`src/rtl/seg_scan_reader_if.sv`:
```
// Display-bus bundle for the seven-segment readback block: the scanned pins in,
// the committed frame, its binary score and the sticky error flag out.
interface seg_scan_reader_if;
    logic [7:0]  seg;
    logic [3:0]  an;
    logic [3:0]  digit3;
    logic [3:0]  digit2;
    logic [3:0]  digit1;
    logic [3:0]  digit0;
    logic [13:0] score_bin;
    logic        frame_valid;
    logic        err;

    modport master (
        output seg, an,
        input  digit3, digit2, digit1, digit0, score_bin, frame_valid, err
    );

    modport slave (
        input  seg, an,
        output digit3, digit2, digit1, digit0, score_bin, frame_valid, err
    );
endinterface

```
`src/rtl/seg_scan_reader.sv`:
```
// Multiplexed seven-segment readback: filters each scan slot for stability, decodes it to
// BCD, and publishes a four-digit frame plus its binary score once every slot is captured.
module seg_scan_reader #(
    parameter int unsigned STABLE_CYC = 4
) (
    input logic              clk,
    input logic              rst,
    seg_scan_reader_if.slave bus
);
    localparam logic [15:0] StableCnt  = 16'(STABLE_CYC);
    localparam logic [11:0] IdleSample = {8'hFF, 4'hF};

    logic [11:0] sample;
    logic [11:0] s_now_q;
    logic [15:0] cnt_q, cnt_d;
    logic        changed, capture, commit, bad_digit;
    logic [3:0]  an_low, code;
    logic [13:0] sum;
    logic [3:0]  slot_q [4];
    logic [3:0]  slot_d [4];
    logic [3:0]  dig_q [4];
    logic [3:0]  dig_d [4];
    logic [3:0]  flag_q, flag_d;
    logic        commit_q;
    logic        valid_q, valid_d;
    logic [13:0] score_q, score_d;
    logic        err_q, err_d;

    // Argument is the lit-segment mask {a,b,c,d,e,f,g}, active high.
    function automatic logic [3:0] decode_seg(input logic [6:0] on);
        case (on)
            7'b1111110: decode_seg = 4'd0;
            7'b0110000: decode_seg = 4'd1;
            7'b1101101: decode_seg = 4'd2;
            7'b1111001: decode_seg = 4'd3;
            7'b0110011: decode_seg = 4'd4;
            7'b1011011: decode_seg = 4'd5;
            7'b1011111, 7'b0011111: decode_seg = 4'd6;
            7'b1110000, 7'b1110010: decode_seg = 4'd7;
            7'b1111111: decode_seg = 4'd8;
            7'b1111011, 7'b1110011: decode_seg = 4'd9;
            default:    decode_seg = 4'hF;
        endcase
    endfunction

    always_comb begin
        sample = {bus.seg, bus.an};
        // s_now_q holds the previous sample at the moment the new one is compared.
        changed = (sample != s_now_q);
        if (changed)                  cnt_d = '0;
        else if (cnt_q == StableCnt)  cnt_d = cnt_q;
        else                          cnt_d = cnt_q + 16'd1;
        capture = !changed && (cnt_q == StableCnt - 16'd1);
        an_low  = ~s_now_q[3:0];
        code    = decode_seg(~s_now_q[11:5]);
        commit  = (flag_q == 4'hF);

        slot_d = slot_q;
        dig_d  = dig_q;
        flag_d = flag_q;
        err_d  = err_q;
        if (commit) begin
            dig_d  = slot_q;
            flag_d = '0;
        end
        // Applied after the commit clear so a capture on the commit edge counts next frame.
        if (capture) begin
            if ($onehot(an_low)) begin
                for (int i = 0; i < 4; i++) begin
                    if (an_low[i]) begin
                        slot_d[i] = code;
                        flag_d[i] = 1'b1;
                    end
                end
                if (code == 4'hF) err_d = 1'b1;
            end else if (an_low != 4'h0) begin
                err_d = 1'b1;
            end
        end

        bad_digit = (dig_q[3] == 4'hF) || (dig_q[2] == 4'hF) ||
                    (dig_q[1] == 4'hF) || (dig_q[0] == 4'hF);
        sum = 14'(dig_q[3]) * 14'd1000 + 14'(dig_q[2]) * 14'd100 +
              14'(dig_q[1]) * 14'd10 + 14'(dig_q[0]);
        valid_d = commit_q;
        score_d = score_q;
        if (commit_q) score_d = bad_digit ? 14'h3FFF : sum;
    end

    always_ff @(posedge clk or posedge rst) begin
        if (rst) begin
            s_now_q  <= IdleSample;
            cnt_q    <= '0;
            slot_q   <= '{default: 4'h0};
            dig_q    <= '{default: 4'h0};
            flag_q   <= '0;
            commit_q <= 1'b0;
            valid_q  <= 1'b0;
            score_q  <= '0;
            err_q    <= 1'b0;
        end else begin
            s_now_q  <= sample;
            cnt_q    <= cnt_d;
            slot_q   <= slot_d;
            dig_q    <= dig_d;
            flag_q   <= flag_d;
            commit_q <= commit;
            valid_q  <= valid_d;
            score_q  <= score_d;
            err_q    <= err_d;
        end
    end

    assign bus.digit3      = dig_q[3];
    assign bus.digit2      = dig_q[2];
    assign bus.digit1      = dig_q[1];
    assign bus.digit0      = dig_q[0];
    assign bus.score_bin   = score_q;
    assign bus.frame_valid = valid_q;
    assign bus.err         = err_q;
endmodule

```
`src/flat_wrapper.sv`:
```
// flat-port wrapper written by rule: the top's interface ports become plain ports
module seg_scan_reader_flat 
#(
    parameter int unsigned STABLE_CYC = 4
)
  (clk, rst, bus_seg, bus_an, bus_digit3, bus_digit2, bus_digit1, bus_digit0, bus_score_bin, bus_frame_valid, bus_err);
  seg_scan_reader_if bus_i ();
  input logic clk;
  input logic rst;
  input wire logic [$bits(bus_i.seg)-1:0] bus_seg;
  input wire logic [$bits(bus_i.an)-1:0] bus_an;
  output wire logic [$bits(bus_i.digit3)-1:0] bus_digit3;
  output wire logic [$bits(bus_i.digit2)-1:0] bus_digit2;
  output wire logic [$bits(bus_i.digit1)-1:0] bus_digit1;
  output wire logic [$bits(bus_i.digit0)-1:0] bus_digit0;
  output wire logic [$bits(bus_i.score_bin)-1:0] bus_score_bin;
  output wire logic [$bits(bus_i.frame_valid)-1:0] bus_frame_valid;
  output wire logic [$bits(bus_i.err)-1:0] bus_err;
  assign bus_i.seg = bus_seg;
  assign bus_i.an = bus_an;
  assign bus_digit3 = bus_i.digit3;
  assign bus_digit2 = bus_i.digit2;
  assign bus_digit1 = bus_i.digit1;
  assign bus_digit0 = bus_i.digit0;
  assign bus_score_bin = bus_i.score_bin;
  assign bus_frame_valid = bus_i.frame_valid;
  assign bus_err = bus_i.err;
  seg_scan_reader #(.STABLE_CYC(STABLE_CYC)) u_core (.clk(clk), .rst(rst), .bus(bus_i));
endmodule
```
`config.mk`:
```
export PLATFORM = sky130hd
export DESIGN_NAME = seg_scan_reader_flat
export DESIGN_NICKNAME = d
export VERILOG_FILES = /design/src/rtl/seg_scan_reader_if.sv /design/src/rtl/seg_scan_reader.sv /design/src/flat_wrapper.sv
export SDC_FILE = /design/constraint.sdc
export NUM_CORES = 1
export LEC_CHECK = 0
export ABC_AREA = 1
export BUFFER_PORTS_ARGS = -buffer_cell sky130_fd_sc_hd__buf_2
export CAP_MARGIN = 20
export CORE_MARGIN = 3
export CORE_UTILIZATION = 35
export DETAILED_ROUTE_END_ITERATION = 10
export PLACE_DENSITY = 0.56
export SYNTH_ARGS = -nofsm -noshare
export SYNTH_HDL_FRONTEND = slang
export SYNTH_SLANG_ARGS = --single-unit
```
`constraint.sdc`:
```
create_clock -name clk -period 5.4 [get_ports clk]
set_clock_uncertainty 0.05 [all_clocks]
set_input_delay 1.35 -clock clk [delete_from_list [all_inputs] [get_ports clk]]
set_output_delay 1.35 -clock clk [all_outputs]
set_load 0.02 [all_outputs]
```
==> out/summary.md, run 1 <==
The leakage dissipation is 3.52 nW, and the clock net sink count is 81. The tools report the required arrival time at the worst endpoint as 5.59 ns. In this run the core area contains 45 standard-cell rows. Routability-driven placement finished with a final weighted congestion of 0.795. The logs give 0 for the number of max-slew violations in the final report and 1654 for the final-layout fill cell count. In this run, synthesis produced a sequential element count of 81. Dividing the detail-routed via count by the number of cells gives 4.49. The signal on the critical path passes through fa_1 > inv_1 > fa_1 > inv_1 > ha_1 > nand2_1 > o21ai_0 > xor2_1 > inv_1 > ha_1 > ha_1 > ha_1 > nand2_1 > nor2_1 > nand3_1 > nand3_1 > inv_1 > nand2_1 > nand3_1 > nand2_1 > inv_1. The cell family contributing the most delay on the critical path is adder cells.

By instance count, the cell type seen most on the critical path is inv_1. The post-route total power was 0.00128 W; the fraction of power spent switching nets was 23.0%. The logs give 965 for the count of placed standard cells in the final layout, fillers left out and 697 for the cell count after synthesis.

TritonCTS built the clock tree. The final total negative setup slack came out at 0 ns. The net count of the finished layout is 839. The transition at the pin with the smallest max-transition slack is 0.914 ns. The maximum fanout encountered on the critical timing path came out at 7. Number of nets with antenna violations after routing: 0. The post-placement cell count was 949; the clock transition at the registers of the reported paths was 0.07 ns. The critical path class is flip-flop to flip-flop. The die outline height works out to 133 um. First-pass GRT wire length: 20.1 mm. The longest clock path from root to sink contains 2 buffers. Of the total power, combinational logic draws 5.1%. The detailed-placement wirelength estimate was 9.02 mm. The worst reg-to-reg setup slack was 1.07 ns; the areal power density over the cells was 200 nW/um2.

For this run, design rule violations remaining after detail routing come to 0. Count of TritonRoute iterations in the first routing pass: 4. The number of antenna violations at the first check in global routing came out at 0.

Entering global routing, the biggest net connects 54 pins. Relative to the synthesized area, the layout overhead comes to 13.5%. Across all layers, the routed design uses 4336 vias.

Global routing consumed, over all layers together, 13.6% of the routing resources. The run gives 36.1% as the sequential element share of the synthesized area. After synthesis, the netlist uses 38 different library cells. Clock latency of the later-clocked register in the worst-skew pair: 0.34 ns. The repair_antennas step left the layout with diodes totalling 0. After the first detailed-routing iteration, the DRC count stood at 170. Yosys printed 0 warnings. The H-tree was split into 3 levels.

For the total congestion overflow after global routing, the log shows 0. Startpoint class of the critical path: a flip-flop. After clock tree synthesis, the flow added hold-fix buffers numbering 0.

The time the worst path needs with I/O delays and setup is 4.33 ns, and the setup-violating endpoint count in the final report is 0. The number of input and output port buffers inserted came out at 45. The final routed wire length divided by cell count was 11.6 um; the number of maximum-capacitance constraint violations was 0.

The largest individual stage delay along the critical path comes from the cell fa_1. The tools report the post-synthesis net count as 787. The min-delay analysis places its worst path in the category flip-flop to flip-flop.

During I/O placement, the number of pins put on the boundary was 46. Of the available clock period, the critical path in the final layout requires 80.2%. The internal power of the cells totals 0.000987 W.

Together, buffers and inverters on the worst path number 5. In the final layout, the share of cells above drive strength 1 is 14.6%. Setup repair after global routing left no endpoint under its margin. The netlist area before placement was 5660 um2.

The cell at the root of the clock tree was clkbuf_16. The chip width came out at 133 um. The worst pin sits at a relative slew slack of 39.0%. Number of global-route vias before repair: 4325.

The arrival time of data at the critical path endpoint was 4.52 ns; the total net switching power was 0.000296 W. The number of setup buffers added after CTS is 0. The run gives 0 as the number of gates resized after CTS. STA classifies the critical path endpoint as a flip-flop.

The run finished with clean final reports. The initial utilization of the core area, before any placement, comes to 36.4%. The logs give 0 for the number of failing hold endpoints at the final stage and 15500 um2 for the core region area. The sequential cell fraction of total power is 48.5%, and the worst IR drop on VDD is 174 uV.

Timing would allow up to 231 MHz. The die covers 17700 um2. The largest stage delay on the critical path works out to 0.60 ns.

Share of power burned in the clock network: 46.5%. The run gives 9 as the number of buffers created by CTS. The synthesized area divided by synthesized cell count is 8.13 um2, and the sum of routed wire length over all layers is 11.2 mm.
[area by class of cell]
class                           count  area (um2)  share of cell area [%]
Multi-Input combinational cell    495        3160                    49.2
Sequential cell                    81        2040                    31.8
Inverter                          116         437                    6.79
Clock buffer                       13         270                    4.20
Tap cell                          211         264                    4.11
Timing Repair Buffer               46         233                    3.62
Clock inverter                      3        22.5                   0.350
[worst paths after layout]
kind | endpoint | depth (start not counted) | from
worst max-delay path | u_core.bus.score_bin[13] | 21 | u_core.bus.digit3[2]
worst min-delay path | u_core.bus.err | 2 | u_core.bus.err
worst max register to register | u_core.bus.score_bin[13] | 21 | u_core.bus.digit3[2]
worst min register to register | u_core.bus.err | 2 | u_core.bus.err
max in group asynchronous | u_core.cnt_q[10] | 3 | rst
min in group asynchronous | u_core.bus.digit0[0] | 2 | rst
[power groups by stage]
stage	Combinational, W	Sequential [W]	Clock, W
after floorplan	0.0000473	0.000631	0
after global placement	0.0000662	0.000633	0
after detailed placement	0.0000667	0.000633	0
after CTS	0.0000672	0.000622	0.000617
after global routing	0.0000767	0.000623	0.000642
final	0.0000650	0.000622	0.000596
[layer usage]
metal	track usage [%]	part of all wire, %
met1	17.2	48
met2	23.5	47
met3	2.83	3.3
met4	3.77	1.2
met5	0	0
[cells in the mapped netlist (all sizes together)]
master / instances / area, um2
nand2: 187 / 724
o21bai: 1 / 7.51
xor2: 12 / 105
o22ai: 7 / 43.8
o211a: 1 / 10.0
nand3b: 2 / 15.0
o31ai: 1 / 7.51
a21o: 1 / 7.51
nor2: 71 / 354
or2: 4 / 25.0
o211ai: 1 / 12.5
a31oi: 3 / 18.8
nand4: 14 / 87.6
ha: 58 / 726
fa: 18 / 360
nor3: 8 / 45.0
xnor2: 14 / 123
nand3: 44 / 243
dfrtp: 69 / 1730
clkbuf: 3 / 11.3
o21ai: 24 / 120
buf: 2 / 15.0
inv: 116 / 435
nand2b: 1 / 6.26
dfstp: 12 / 315
a21oi: 23 / 119
[sequential cells by signal, summed over array words and instances, names as in the netlist]
name                    count
u_core.bus.frame_valid      1
u_core.bus.digit1           4
u_core.commit_q             1
u_core.cnt_q               16
u_core.bus.digit3           4
u_core.flag_q               4
u_core.bus.digit0           4
u_core.bus.err              1
u_core.slot_q              16
u_core.s_now_q             12
u_core.bus.digit2           4
u_core.bus.score_bin       14
[stage by stage]
step | util (%) | setup WS, ns | area, um2 | hold WS (ns)
global route | 41.4 | 0.616 | 6430 | 0.447
detailed placement | 39.5 | 1.00 | 6140 | 0.398
floorplan | - | 1.20 | 5660 | 0.386
global placement | 39.5 | 1.11 | 6140 | 0.394
CTS | 41.4 | 1.02 | 6430 | 0.421
finish | 41.4 | 1.07 | 6430 | 0.412
[cells by family (layout without fill, tap and decap cells)]
kind of cell	after synthesis	count (layout)	share of synthesized area [%]
AOI/OAI and AO/OA	62	62	6.12
xor gates and xnor gates	26	26	4.02
adders and majority gates	76	76	19.2
buffers and inverters	121	178	8.15
DFF	81	81	36.1
and+or+nand+nor	331	331	26.5
[cells in the final DEF (no fill, tap or decap), types with 2 or more instances in the layout]
master       n
xnor2_1     14
dfrtp_1     69
nand2_2      6
nand3_2      2
clkbuf_8     3
clkbuf_16    9
nand2_1    180
or2_2        3
a31oi_1      3
clkinv_2     2
nor2_2       5
nor2_4      10
nand3b_1     2
o21ai_0     16
a21oi_1     22
nor3_1       7
xor2_1      12
o22ai_1      7
nor2_1      56
inv_1      110
dfstp_2     12
o21ai_1      8
buf_2       45
fa_1        18
inv_2        5
nand3_1     41
ha_1        58
nand4_1     14
[worst reg2reg max path: cells and delay by family (launching register included)]
| family | cells | cell delay (ns) |
|---|---|---|
| XOR/XNOR | 1 | 0.17 |
| flip-flops | 1 | 0.47 |
| buffers and inverters | 5 | 0.27 |
| AO/OA/AOI/OAI | 1 | 0.24 |
| AND/OR/NAND/NOR | 8 | 0.67 |
| adder cells (fa/ha/maj) | 6 | 2.37 |
(Power assumes the default switching activity.)
==> run 2, diff against run 1 <==
==> constraint.sdc (replaced) <==
create_clock -name clk -period 4.35 [get_ports clk]
set_clock_uncertainty 0.05 [all_clocks]
set_input_delay 1.0875 -clock clk [delete_from_list [all_inputs] [get_ports clk]]
set_output_delay 1.0875 -clock clk [all_outputs]
set_load 0.02 [all_outputs]
==> out/summary.md, run 2 (synthesized netlist as in run 1, its figures left out) <==
Routability-driven placement finished with a final weighted congestion of 0.803. The sum of routed wire length over all layers is 11.2 mm, and the number of nets with antenna violations after routing is 0. Compared with the post-synthesis result, the final layout area differs by 14.7%.

The effective utilization at floorplan is 36.4%, and the number of maximum-capacitance constraint violations is 0. Number of failing hold endpoints at the final stage: 0. Summed over all nets, the half-perimeter wirelength after detailed placement is 9.04 mm. For this design the ratio of total power to cell area is 239 nW/um2. The clock net sink count was 81; the ratio of final minimum period to clock period was 93.2%. The maximum clock path buffer count came out at 2. Clock-pin slew was measured on the worst setup and hold paths at 0.06 ns.

The final hold slack came out at 0.411 ns. Including well taps, the total number of placed cells is 954. The number of antenna violations at the first check in global routing is 0, and the number of buffers created by CTS is 9. Leaving out fill and tap cells, the most frequent cells in the layout are 180 x nand2_1, 110 x inv_1, 69 x dfrtp_1. The die is 133 um wide. Internal power comes to 0.00120 W.

0 antenna diodes ended up in the layout. The number of global-route vias before repair came out at 4227. The worst setup path is launched from a flip-flop. The transition at the pin with the smallest max-transition slack is 0.618 ns, and the number of rows created at floorplan is 45. In this design, the stage delay of the slowest critical-path cell is 0.54 ns.

Combinational cells account for 5.2% of the total power. The cell sitting at the root of the clock tree is a clkbuf_16. The tools report the count of placed standard cells in the final layout, fillers left out as 971. The tools report the number of H-tree levels as 3. The first TritonRoute pass finished after 4 iterations.

The tools report the required arrival time at the worst endpoint as 4.54 ns. The share of the core filled with cells in the final layout was 41.8%; the maximum achievable frequency was 247 MHz. The worst setup path is of the flip-flop to flip-flop kind. The total net switching power was 0.000356 W. After routing, the total negative slack on setup checks comes to 0 ns. TritonCTS built the clock tree.

The library cell used most frequently in the layout, excluding fill and tap cells, is nand2_1. The first global-routing pass estimated 20.0 mm of wire. The family with the most delay on the worst path is adder cells. In this run the worst path has a maximum fanout of 6. The signal on the critical path passes through buf_4 > ha_1 > fa_1 > inv_1 > fa_1 > inv_1 > fa_1 > ha_1 > ha_1 > a21oi_2 > o21ai_0 > nand2_1 > nand3_1 > nand2_1 > nand3_1 > nand2_1 > inv_1.

The relative slew slack was 58.7%; the time the worst path needs with I/O delays and setup was 4.05 ns. The buffers plus inverters on the worst setup path is 4, and the fraction of power spent switching nets is 23.0%. Setup repair after global routing left no endpoint under its margin. The detailed router finished its first iteration with 181 violations. IR analysis of the VDD net gives a maximum drop of 235 uV. The die outline height came out at 133 um. For this design, the slowest cell found on the critical path is fa_1. For the total congestion overflow after global routing, the log shows 0. The die covers 17700 um2. Number of vias per cell after detailed routing: 4.47.

The core region area was 15500 um2; the post-route total power was 0.00155 W. During I/O placement, the number of pins put on the boundary was 46. In the final design database the tool counted 845 nets. The number of input and output port buffers inserted is 45, and the final routed wire length divided by cell count is 11.6 um. The arrival time of data at the critical path endpoint came out at 4.24 ns. The maximum number of pins on one net before global-route repair came out at 36. The logs give 13.6% for the combined global-route utilization of all metal layers and 49.8% for the sequential cell fraction of total power.

After detailed routing, the number of remaining DRC violations is 0. The run finished with clean final reports. The analysis attributes to cell leakage a power of 3.53 nW. Layout cell share with drive strength beyond 1: 15.5%. The clock reaches the later pin of the worst-skew pair after 0.34 ns. The routed layout has 4340 vias.

Setup violations remaining at the end of the flow were counted as 0. STA classifies the critical path endpoint as a flip-flop. The clock network is responsible for 45.0% of the overall power.

The path class of the tightest hold or removal check is flip-flop to flip-flop. The tools report the number of max-slew violations in the final report as 0.
[run 2: cell type report]
| class | count | area [um2] |
|---|---|---|
| fillers | 1607 | 9040 |
| flip-flops and latches | 81 | 2040 |
| well taps | 211 | 264 |
| multi-input cells | 495 | 3210 |
| inverters | 116 | 437 |
| repair buffers | 52 | 278 |
| clock buffers | 14 | 254 |
| clock inverters | 2 | 15.0 |
[run 2: power groups by stage]
stage / logic [W] / clock network [W] / registers [W]
floorplan: 0.0000587 / 0 / 0.000784
global placement: 0.0000827 / 0 / 0.000785
detailed placement: 0.0000837 / 0 / 0.000786
CTS: 0.0000837 / 0.000728 / 0.000772
global route: 0.0000963 / 0.000761 / 0.000773
finish: 0.0000809 / 0.000698 / 0.000772
[run 2: through the flow]
stage | area (um2) | worst slack (ns)
after floorplan | 5660 | 0.153
after global routing | 6490 | 0.0407
final | 6490 | 0.295
after detailed placement | 6170 | 0.0487
after CTS | 6440 | 0.0425
after global placement | 6170 | 0.109
[run 2: what timing repair did]
item                                   in CTS  in global routing
buffers inserted                            0                  1
gates resized for setup                     0                  7
hold buffers                                0                  0
endpoints found under the hold margin       0                  0
setup endpoints to repair                   0                  4
[run 2: worst paths after layout]
check                      slack (ns)                       end  cells past startpoint                 start
max                              0.30  u_core.bus.score_bin[12]                     17  u_core.bus.digit3[2]
min                              0.41            u_core.bus.err                      2        u_core.bus.err
max reg2reg                      0.30  u_core.bus.score_bin[12]                     17  u_core.bus.digit3[2]
min reg2reg                      0.41            u_core.bus.err                      2        u_core.bus.err
max in group asynchronous        2.72          u_core.cnt_q[11]                      3                   rst
min in group asynchronous        0.74         u_core.slot_q[12]                      2                   rst
[run 2: routing by layer]
metal	track usage (%)	vias up	wire length (um)
li1	-	2325	-
met1	18.1	1954	5470
met2	22.1	45	5260
met3	3.32	16	348
met4	3.89	0	155
met5	0	-	0
[run 2: worst min-delay path: stages, from the launching register on]
cell and delay (ns):
dfrtp_1 0.34, inv_1 0.04, nand2_1 0.05
